## src/rtl/led_display_pkg.sv

```systemverilog
// Shared constants, types and helpers for the multiplexed seven-segment display controller.
// Optional build macro: LED_LEADING_ZERO_BLANK_EN (blanks leading zero digits).
package led_display_pkg;

    localparam int NUM_DIGITS = 8;

    localparam logic [7:0] SEG_BLANK = 8'hFF;

    // Active-low patterns, bit0=a .. bit6=g, bit7=dp (dp never lit)
    localparam logic [7:0] SEG_TABLE [16] = '{
        8'hC0, 8'hF9, 8'hA4, 8'hB0, 8'h99, 8'h92, 8'h82, 8'hF8,
        8'h80, 8'h90, 8'h88, 8'h83, 8'hC6, 8'hA1, 8'h86, 8'h8E
    };

    typedef enum logic {
        LIVE   = 1'b0,
        FROZEN = 1'b1
    } mode_e;

    function automatic logic [3:0] nibble_of(input logic [31:0] value, input logic [2:0] idx);
        return value[{idx, 2'b00} +: 4];
    endfunction

    function automatic logic upper_is_zero(input logic [31:0] value, input logic [2:0] idx);
        return ((value >> {idx, 2'b00}) == 32'h0000_0000);
    endfunction

endpackage

```

## src/rtl/seg7_decoder.sv

```systemverilog
// Combinational hex nibble to active-low seven-segment pattern.
module seg7_decoder
    import led_display_pkg::*;
(
    input  logic [3:0] nibble_i,
    output logic [7:0] seg_o
);

    assign seg_o = SEG_TABLE[nibble_i];

endmodule

```

## src/rtl/led_display_ctrl.sv

```systemverilog
// 8-digit time-multiplexed hex display with a debounced live/frozen toggle button.
// Optional build macro: LED_LEADING_ZERO_BLANK_EN (blank digits above the most significant non-zero nibble).
module led_display_ctrl
    import led_display_pkg::*;
#(
    parameter int SCAN_DIV   = 100000,
    parameter int DEB_CYCLES = 1000000
) (
    input  logic                  clk,
    input  logic                  rst,
    input  logic                  button,
    input  logic [31:0]           counter,
    output logic [NUM_DIGITS-1:0] led_en,
    output logic [7:0]            led_cx
);

    localparam int SCAN_W = (SCAN_DIV > 1) ? $clog2(SCAN_DIV) : 1;
    localparam int DEB_W  = (DEB_CYCLES > 1) ? $clog2(DEB_CYCLES) : 1;
    localparam logic [SCAN_W-1:0] SCAN_LAST = SCAN_W'(SCAN_DIV - 1);
    localparam logic [DEB_W-1:0]  DEB_LAST  = DEB_W'(DEB_CYCLES - 1);

    logic [SCAN_W-1:0]     scan_q, scan_d;
    logic [2:0]            idx_q, idx_d;
    logic                  sync1_q, sync2_q;
    logic [DEB_W-1:0]      deb_cnt_q, deb_cnt_d;
    logic                  deb_q, deb_d;
    mode_e                 mode_q, mode_d;
    logic [31:0]           snap_q, snap_d;
    logic [NUM_DIGITS-1:0] led_en_q, led_en_d;
    logic [7:0]            led_cx_q, led_cx_d;
    logic [31:0]           disp_s;
    logic [3:0]            nibble_s;
    logic [7:0]            seg_s;

    // Scan divider: hold each digit SCAN_DIV cycles, then advance the digit index
    always_comb begin
        scan_d = scan_q + SCAN_W'(1);
        idx_d  = idx_q;
        if (scan_q == SCAN_LAST) begin
            scan_d = '0;
            idx_d  = idx_q + 3'd1;
        end else begin
            idx_d  = idx_q;
        end
    end

    // Debounce: accept a new level only after DEB_CYCLES consecutive differing samples
    always_comb begin
        deb_cnt_d = deb_cnt_q;
        deb_d     = deb_q;
        if (sync2_q == deb_q) begin
            deb_cnt_d = '0;
        end else if (deb_cnt_q == DEB_LAST) begin
            deb_d     = sync2_q;
            deb_cnt_d = '0;
        end else begin
            deb_cnt_d = deb_cnt_q + DEB_W'(1);
        end
    end

    // Mode toggle on a debounced press; snapshot taken on entry to FROZEN
    always_comb begin
        mode_d = mode_q;
        snap_d = snap_q;
        if (deb_d && !deb_q) begin
            if (mode_q == LIVE) begin
                mode_d = FROZEN;
                snap_d = counter;
            end else begin
                mode_d = LIVE;
            end
        end else begin
            mode_d = mode_q;
        end
    end

    assign disp_s   = (mode_q == FROZEN) ? snap_q : counter;
    assign nibble_s = nibble_of(disp_s, idx_q);

    seg7_decoder u_seg7_decoder (
        .nibble_i (nibble_s),
        .seg_o    (seg_s)
    );

    // Next output pattern for the digit currently selected by the scan index
    always_comb begin
        led_en_d = ~(NUM_DIGITS'(1) << idx_q);
        led_cx_d = seg_s;
`ifdef LED_LEADING_ZERO_BLANK_EN
        if ((idx_q != 3'd0) && upper_is_zero(disp_s, idx_q)) begin
            led_cx_d = SEG_BLANK;
        end else begin
            led_cx_d = seg_s;
        end
`else
        led_cx_d = seg_s;
`endif
    end

    // State and output registers
    always_ff @(posedge clk or posedge rst) begin
        if (rst) begin
            scan_q    <= '0;
            idx_q     <= 3'd0;
            sync1_q   <= 1'b0;
            sync2_q   <= 1'b0;
            deb_cnt_q <= '0;
            deb_q     <= 1'b0;
            mode_q    <= LIVE;
            snap_q    <= 32'h0000_0000;
            led_en_q  <= {NUM_DIGITS{1'b1}};
            led_cx_q  <= SEG_BLANK;
        end else begin
            scan_q    <= scan_d;
            idx_q     <= idx_d;
            sync1_q   <= button;
            sync2_q   <= sync1_q;
            deb_cnt_q <= deb_cnt_d;
            deb_q     <= deb_d;
            mode_q    <= mode_d;
            snap_q    <= snap_d;
            led_en_q  <= led_en_d;
            led_cx_q  <= led_cx_d;
        end
    end

    assign led_en = led_en_q;
    assign led_cx = led_cx_q;

endmodule

```

## config.mk

```make
export PLATFORM = sky130hd
export DESIGN_NAME = led_display_ctrl
export DESIGN_NICKNAME = d
export VERILOG_FILES = /design/src/rtl/led_display_pkg.sv /design/src/rtl/seg7_decoder.sv /design/src/rtl/led_display_ctrl.sv
export SDC_FILE = /design/constraint.sdc
export NUM_CORES = 1
export LEC_CHECK = 0
export CAP_MARGIN = 15
export CORE_MARGIN = 3
export CORE_UTILIZATION = 35
export CTS_BUF_LIST = sky130_fd_sc_hd__clkbuf_16
export DETAILED_ROUTE_END_ITERATION = 8
export HOLD_SLACK_MARGIN = 0.1
export PLACE_DENSITY = 0.57
export REMOVE_ABC_BUFFERS = 1
export SKIP_LAST_GASP = 1
export SLEW_MARGIN = 20
export SYNTH_ARGS = -nofsm -noshare
export SYNTH_HDL_FRONTEND = slang
export SYNTH_SLANG_ARGS = --single-unit
```

## constraint.sdc

```tcl
create_clock -name clk -period 5.71 [get_ports clk]
set_input_delay 0.571 -clock clk [delete_from_list [all_inputs] [get_ports clk]]
set_output_delay 0.571 -clock clk [all_outputs]
set_load 0.005 [all_outputs]
```

==> results of run 1 <==
-- Yosys cell counts, types with 2 or more instances --
| library cell | instances | area [um^2] |
|---|---|---|
| sky130_fd_sc_hd__dfrtp_1 | 76 | 1900 |
| sky130_fd_sc_hd__nor2_1 | 34 | 128 |
| sky130_fd_sc_hd__mux2_4 | 29 | 435 |
| sky130_fd_sc_hd__nand2_1 | 24 | 90.1 |
| sky130_fd_sc_hd__xnor2_1 | 20 | 175 |
| sky130_fd_sc_hd__nand3_1 | 19 | 95.1 |
| sky130_fd_sc_hd__mux4_2 | 16 | 360 |
| sky130_fd_sc_hd__xor2_1 | 16 | 140 |
| sky130_fd_sc_hd__dfstp_2 | 15 | 394 |
| sky130_fd_sc_hd__ha_1 | 13 | 163 |
| sky130_fd_sc_hd__inv_1 | 12 | 45.0 |
| sky130_fd_sc_hd__and3_1 | 9 | 56.3 |
| sky130_fd_sc_hd__mux2_2 | 7 | 78.8 |
| sky130_fd_sc_hd__nand4_1 | 7 | 43.8 |
| sky130_fd_sc_hd__mux2i_1 | 6 | 60.1 |
| sky130_fd_sc_hd__a22oi_1 | 4 | 30.0 |
| sky130_fd_sc_hd__buf_2 | 4 | 20.0 |
| sky130_fd_sc_hd__buf_4 | 4 | 30.0 |
| sky130_fd_sc_hd__buf_6 | 4 | 45.0 |
| sky130_fd_sc_hd__nor2b_1 | 4 | 25.0 |
| sky130_fd_sc_hd__nor3_1 | 4 | 20.0 |
| sky130_fd_sc_hd__clkbuf_1 | 3 | 11.3 |
| sky130_fd_sc_hd__nor3b_1 | 3 | 22.5 |
| sky130_fd_sc_hd__nand2b_1 | 2 | 12.5 |
| sky130_fd_sc_hd__o22ai_1 | 2 | 12.5 |
| sky130_fd_sc_hd__o2bb2ai_1 | 2 | 17.5 |
| sky130_fd_sc_hd__or3_1 | 2 | 12.5 |
-- cell families after synthesis --
logic type	share of synthesized area
AO/OA/AOI/OAI	0.0192
XOR/XNOR	0.0690
adder cells (fa/ha/maj)	0.0356
buffers and inverters	0.0331
flip-flops	0.503
multiplexers	0.205
other	0.000821
AND/OR/NAND/NOR	0.135
-- cell usage in the layout, fill, tap and decap left out, drive strengths merged, types with 3 or more instances in the layout --
master,synthesis,layout
xnor2,20,20
nand4,8,8
clkbuf,3,9
dfrtp,76,76
mux2i,6,6
ha,13,13
mux4,16,16
clkdlybuf4s50,0,49
bufinv,0,3
clkinv,0,3
xor2,16,16
inv,12,12
nand3,20,20
nand2,24,24
nor2,35,35
nor3,5,5
a22oi,4,4
nor2b,4,4
dfstp,15,15
and3,9,9
mux2,36,36
nor3b,3,3
-- cell type report --
class	instances	area, um^2	area share
Tap cell	172	215	0.0389
Clock buffer	9	225	0.0408
Inverter	12	46.3	0.00838
Timing Repair Buffer	50	498	0.0901
Sequential cell	91	2300	0.416
Multi-Input combinational cell	239	2120	0.384
Clock inverter	7	124	0.0224
-- sequential cells by signal, indices dropped and copies added, names as in the netlist --
signal	count
snap_q	32
deb_cnt_q	20
scan_q	17
led_en	8
led_cx	7
idx_q	3
deb_q	1
mode_q	1
sync1_q	1
sync2_q	1
-- per-stage QoR --
step	hold slack [ps]	setup slack (ps)	area (um^2)
after floorplan	331	2800	4460
after global placement	339	2780	5180
after detailed placement	335	2740	5180
after CTS	350	2730	5530
after global routing	358	2430	5530
final	350	2750	5530
-- routing by layer --
layer | vias to the layer above | track usage | routed length, um
li1 | 1332 | - | -
met1 | 1384 | 0.185 | 4290
met2 | 49 | 0.180 | 3800
met3 | 10 | 0.0304 | 329
met4 | 0 | 0.0510 | 133
met5 | - | 0 | 0
-- where the power goes --
group | leakage (uW) | internal, uW | switching (uW) | total, uW
registers | 0.00112 | 667 | 9.43 | 676
clock network | 0.000166 | 431 | 259 | 690
logic | 0.00110 | 60.9 | 42.2 | 103
total | 0.00239 | 1160 | 311 | 1470
-- worst reg2reg max path, stage by stage, from the launching register on --
cell                        delay, ps
sky130_fd_sc_hd__dfrtp_1          970
sky130_fd_sc_hd__mux4_2           600
sky130_fd_sc_hd__a22oi_1          200
sky130_fd_sc_hd__nand3_1          460
sky130_fd_sc_hd__or2_2            490
sky130_fd_sc_hd__o2bb2ai_1        160
-- final timing paths --
kind,to,cells after the start,slack [ps],start
worst max register to register,led_cx[6],5,2750,idx_q[0]
worst min register to register,sync2_q,0,350,sync1_q
worst min-delay path,sync2_q,0,350,sync1_q
max in group asynchronous,snap_q[21],3,3990,rst
min in group asynchronous,scan_q[10],2,650,rst
worst max-delay path,led_cx[6],5,2750,idx_q[0]
==> flow_results.org, run 1 <==
** STA
- FMAX :: 338 MHz
- In this run the tightest slew margin relative to its limit is 0.298.
- Minimum period implied by the final worst setup slack :: 2960 ps
- Worst Max-Slew Pin Slew :: 1050 ps
- The number of failing hold endpoints at the final stage is 0.
- In the finished design, the share of the clock period the worst path needs comes to 0.518.
- Setup violations remaining at the end of the flow were counted as 0.
- Setup skew after layout :: 8.62 ps
- Setup repair after global routing left no endpoint under its margin.
- Number of max-slew violations in the final report :: 0
- Final sum of negative setup slack :: 0 ps

** Die
- The floorplan step defined a die boundary enclosing 14500 um^2.
- From bottom edge to top edge, the die measures 120 um.
- Pin placement for this block handled 51 I/O pins.
- Die W :: 120 um
- For this configuration, the core starts out at a cell density of 0.360.
- Core Area :: 12700 um^2
- The floorplan has 41 rows.

** Yosys
- After synthesis the cells add up to 4570 um^2.
- Post-Synthesis Mean Instance Area :: 12.8 um^2
- Among all flip-flop cells after synthesis, the most frequent one is sky130_fd_sc_hd__dfrtp_1.
- #FFs+latches synth :: 91
- Async S/R FF share, synth :: 1.00
- In this run, distinct cell masters in the synthesized netlist total 43.
- In the synthesized netlist, the number of instances is 357.
- During synthesis, Yosys emitted a total of 0 warnings.
- Counting flops with a built-in enable in the synthesized netlist gives 0.
- For this run, the register share of the synthesized area comes to 0.503.

** Worst setup path
- Top delay family on crit path :: flip-flops
- Critical path, cell by cell :: mux4_2, a22oi_1, nand3_1, or2_2, o2bb2ai_1
- Endpoint required time on the critical path :: 5970 ps
- Worst setup path category :: register to register
- Worst path slowest cell :: sky130_fd_sc_hd__dfrtp_1
- Critical Path Max Stage Delay :: 970 ps
- Biggest fanout along the worst timing path :: 19
- Endpoint class of the critical path :: register
- Critical path buffers and inverters :: 0
- Data on the critical path arrives at its endpoint at 3220 ps.
- Critical Path Start Type :: register

** Pwr
- Total power after layout :: 1470 uW
- VDD IR-drop max :: 0.000161 V
- Leakage power :: 0.00239 uW
- Power density cells :: 266 nW/um^2

** Global routing
- After global routing the overflow that remains totals 0.
- For this run, the total global-route usage over all layers was measured as 0.126.
- The first global-routing pass estimated 14400 um of wire.
- The number of global-route vias before repair was 2815.
- Antenna violations before repair :: 0
- Entering global routing, the biggest net connects 51 pins.

** Placement
- Once detailed placement completed, the half-perimeter wirelength came to 5820 um.
- Placer Congestion :: 0.762
- Count of buffers inserted at the top-level ports :: 49
- DP Cell Count :: 564

** Drt
- In the final routed layout, each cell accounts on average for 14.7 um.
- First-pass DRT Iterations :: 4
- Detail Route Antenna Nets :: 0
- The routed design has 8550 um of wire.
- Vias after detailed routing :: 2775
- For this run, design rule violations remaining after detail routing come to 0.
- Vias per inst :: 4.78
- In this run, the number of DRC markers left after iteration 0 of detailed routing was 132.

** Clock network
- After clock tree synthesis, the clock-pin slew on the worst setup and hold paths is 70 ps.
- Clock latency of the later-clocked register in the worst-skew pair :: 340 ps
- TritonCTS created 9 clock buffers.
- TritonCTS built the clock tree.
- Largest buffer count on any clock path :: 2
- The H-tree was split into 3 levels.
- Clock Tree Root :: sky130_fd_sc_hd__clkbuf_16
- Post-CTS Resized :: 0
- After clock tree synthesis, the flow added hold-fix buffers numbering 0.
- Once the clock tree was built, the setup fixing pass inserted 0 buffers.
- TritonCTS Sinks :: 91

** Cells and area
- Layout filler cell count :: 1168
- Layout Nets :: 451
- Of the cells placed in the final design, the portion with a size suffix greater than 1 is 0.230.
- Relative to the synthesized area, the layout overhead comes to 21.0%.
- For this run, the share of the core covered by cells in the final layout is 0.436.
- The finished layout holds 580 standard cells, fillers aside.
- Antenna cell count :: 0

** Hold path
- The tightest min-delay check is of the register to register type.

** Flow run
- Number of max-cap violations :: 0

** Run status
- The flow ran to the end, and the final reports show no timing, DRC or antenna violations.
No activity file was read; power rests on OpenSTA's default activity.
==> run 2, diff against run 1 <==
- PLACE_DENSITY: 0.57 -> 0.59
- clock period: 5.71 -> 2.4 ns (I/O delays scaled with it)
==> run 2 against run 1 <==
Against the previous run:
- clock power is 120% higher
- total power is 130% higher
- first-iteration DRC count is 20% lower
- non-clock buffer count is 19 higher
- worst setup slack worse by 2600 ps
- hold slack worse by 170 ps
- clock-buffer cell count stayed put
- routed wire length is 2.3% higher
- critical path depth is 2 higher
- die area stayed put
- largest power group is now sequential cells
==> flow_results.org, run 2 (synthesis results as in run 1) <==
** Run status
- The flow ran to the end, and the final reports show no timing, DRC or antenna violations.

** Pwr
- For this design the static power due to leakage is 0.00249 uW.
- Total power after layout :: 3360 uW
- Fraction of power spent switching nets :: 0.213
- Dividing total power by cell area gives a power density of 593 nW/um^2.
- VDD sags by at most 0.000317 V.
- Share of power burned in combinational logic :: 0.075
- Of the total power, the clock network draws 0.447.
- In this run the power spent charging and discharging nets is 715 uW.
- The share of total power dissipated in sequential elements is 0.478.
- The internal portion of the total power is 2650 uW.

** Placement
- The count of buffers added on input and output ports is 49.
- Placer Congestion :: 0.778
- Once detailed placement completed, the half-perimeter wirelength came to 6370 um.
- DP Cell Count :: 583

** Global routing
- For this run, global-route usage on met3 was measured as 0.0365.
- Vias in the first global route :: 2938
- In the global route stage, overall resource usage came out at 0.131.
- In the global route stage, met2 resource usage came out at 0.193.
- GRT Residual Overflow :: 0
- For met1 alone, demand over resource in global routing was 0.188.
- Entering global routing, the biggest net connects 28 pins.
- Antenna violations before repair :: 0
- The first global-routing pass estimated 15000 um of wire.
- met2 is the most crowded layer.

** Cells and area
- Number of flip-flops under the largest register name :: 32
- The number of antenna diodes in the final layout is 0.
- The largest registers in the layout are snap_q (32), deb_cnt_q (20), scan_q (17).
- Compared with the post-synthesis result, the final layout area differs by 24.3%.
- In the final layout, the share of cells above drive strength 1 is 0.267.
- The library cells used most frequently in the layout, excluding fill and tap cells, are sky130_fd_sc_hd__dfrtp_1, sky130_fd_sc_hd__clkdlybuf4s50_1, sky130_fd_sc_hd__nor2_1, sky130_fd_sc_hd__mux2_4, sky130_fd_sc_hd__nand2_1.
- Most frequent standard cell in the layout excluding fill and tap cells :: sky130_fd_sc_hd__dfrtp_1
- For this run, the number of standard cells in the final layout without fillers is 599.
- More flip-flops sit in one register than any other, and that register is snap_q.
- Layout Nets :: 470

** Clock network
- Clock latency of the later-clocked register in the worst-skew pair :: 340 ps
- Count of hold buffers inserted by post-cts repair :: 0
- Largest buffer count on any clock path :: 2
- The H-tree was split into 3 levels.
- Clock Tree Root :: sky130_fd_sc_hd__clkbuf_16
- TritonCTS clock tree :: done
- TritonCTS Sinks :: 91
- Total clock buffers created by CTS :: 9
- Post-CTS Resized :: 0
- Post-CTS Repair Setup Buffers :: 0
- Clock-pin slew was measured on the worst setup and hold paths at 70 ps.

** Drt
- After detailed routing, the average wire length per cell comes to 14.6 um.
- For this block, the routed nets add up to 8740 um of wire.
- After the first detailed-routing iteration, the DRC count stood at 105.
- The count of nets left with antenna violations once routing finished came out at 0.
- Dividing the detail-routed via count by the number of cells gives 4.77.
- In the routed design, unresolved DRC markers number 0.
- First-pass DRT Iterations :: 4
- Vias after detailed routing :: 2858

** Die
- The die is 120 um wide.
- After floorplanning, the core was sized to cover 12700 um^2.
- During I/O placement, the number of pins put on the boundary was 51.
- Row generation in the floorplan step produced 41 rows.
- The die covers 14500 um^2.
- Initial Utilization :: 0.360
- Die H :: 120 um

** Worst setup path
- For the worst setup path, the data arrival time is 2530 ps.
- At the worst endpoint, the required time is 2660 ps.
- Critical Path Start Type :: register
- The critical path goes through buf_12, mux4_2, a22oi_1, nand3_1, ha_1, mux2_2, o2bb2ai_1.
- Critical Path Max Stage Delay :: 530 ps
- Endpoint class of the critical path :: register
- Worst setup path category :: register to register
- On the critical path, the stage with the largest delay is an instance of sky130_fd_sc_hd__mux4_2.
- Biggest fanout along the worst timing path :: 15

** STA
- Setup skew after layout :: 11.9 ps
- For the pin with the worst max-slew slack, the measured transition is 604 ps.
- Minimum period implied by the final worst setup slack :: 2260 ps
- FMAX :: 442 MHz
- Number of max-slew violations in the final report :: 0
- Setup repair after global routing missed its margin :: false
- Final period util :: 0.944
- Setup violations remaining at the end of the flow were counted as 0.
- Headroom to the max-slew limit :: 0.596
- Count of final hold-check violations :: 0

** Flow run
- Number of max-cap violations :: 0

** Hold path
- Worst Hold Class :: input pin to asynchronous set/reset pin
[run 2: layout make-up]
type | count | area, um^2
Clock buffer | 9 | 225
Inverter | 12 | 46.3
Clock inverter | 7 | 92.6
Multi-Input combinational cell | 239 | 2120
Fill cell | 1180 | 7000
Sequential cell | 91 | 2300
Tap cell | 172 | 215
Timing Repair Buffer | 69 | 678
[run 2: path summary, 6_finish.rpt]
path	start	end	slack (ps)	cells after the start
setup / recovery	idx_q[0]	led_cx[5]	140	7
max in group asynchronous	rst	deb_cnt_q[5]	1530	3
setup reg to reg	idx_q[0]	led_cx[5]	140	7
hold reg to reg	sync1_q	sync2_q	360	0
hold / removal	rst	scan_q[3]	180	2
min in group clk	button	sync1_q	340	1
[run 2: power by group through the flow]
stage / sequential (uW) / clock [uW] / combinational (uW)
after floorplan: 1630 / 0 / 130
after global placement: 1630 / 0 / 254
after detailed placement: 1630 / 0 / 259
after CTS: 1610 / 1550 / 260
after global routing: 1610 / 1620 / 281
final: 1610 / 1500 / 254
[run 2: per-stage QoR]
step | setup TNS [ps] | util | hold WS [ps] | cell area, um^2 | setup WS, ps
CTS | 0 | 0.448 | 191 | 5670 | 107
finish | 0 | 0.448 | 182 | 5680 | 136
global placement | 0 | 0.423 | 338 | 5360 | 70.9
floorplan | -16350 | - | 271 | 4460 | -179
detailed placement | 0 | 0.423 | 349 | 5360 | 19.2
global route | 0 | 0.448 | 218 | 5680 | 3.17
[run 2: critical path: cells and delay by family, from the launching register on]
kind	cells	cell delay, ps
AOI/OAI and AO/OA	2	310
adders and majority gates	1	300
buffers and inverters	1	170
DFF	1	370
muxes	2	810
and+or+nand+nor	1	210
[run 2: metal layers]
layer / vias up / wire [um] / part of all wire
met5: - / 0 / 0
met1: 1427 / 4330 / 0.49
met3: 9 / 381 / 0.044
met2: 51 / 3920 / 0.45
met4: 0 / 119 / 0.014
li1: 1371 / - / -
==> run 3, diff against run 2 <==
- TNS_END_PERCENT: not set -> 5
==> results of run 3 <==
Same layout as run 2: the final DEF is identical, and so are final timing and power.
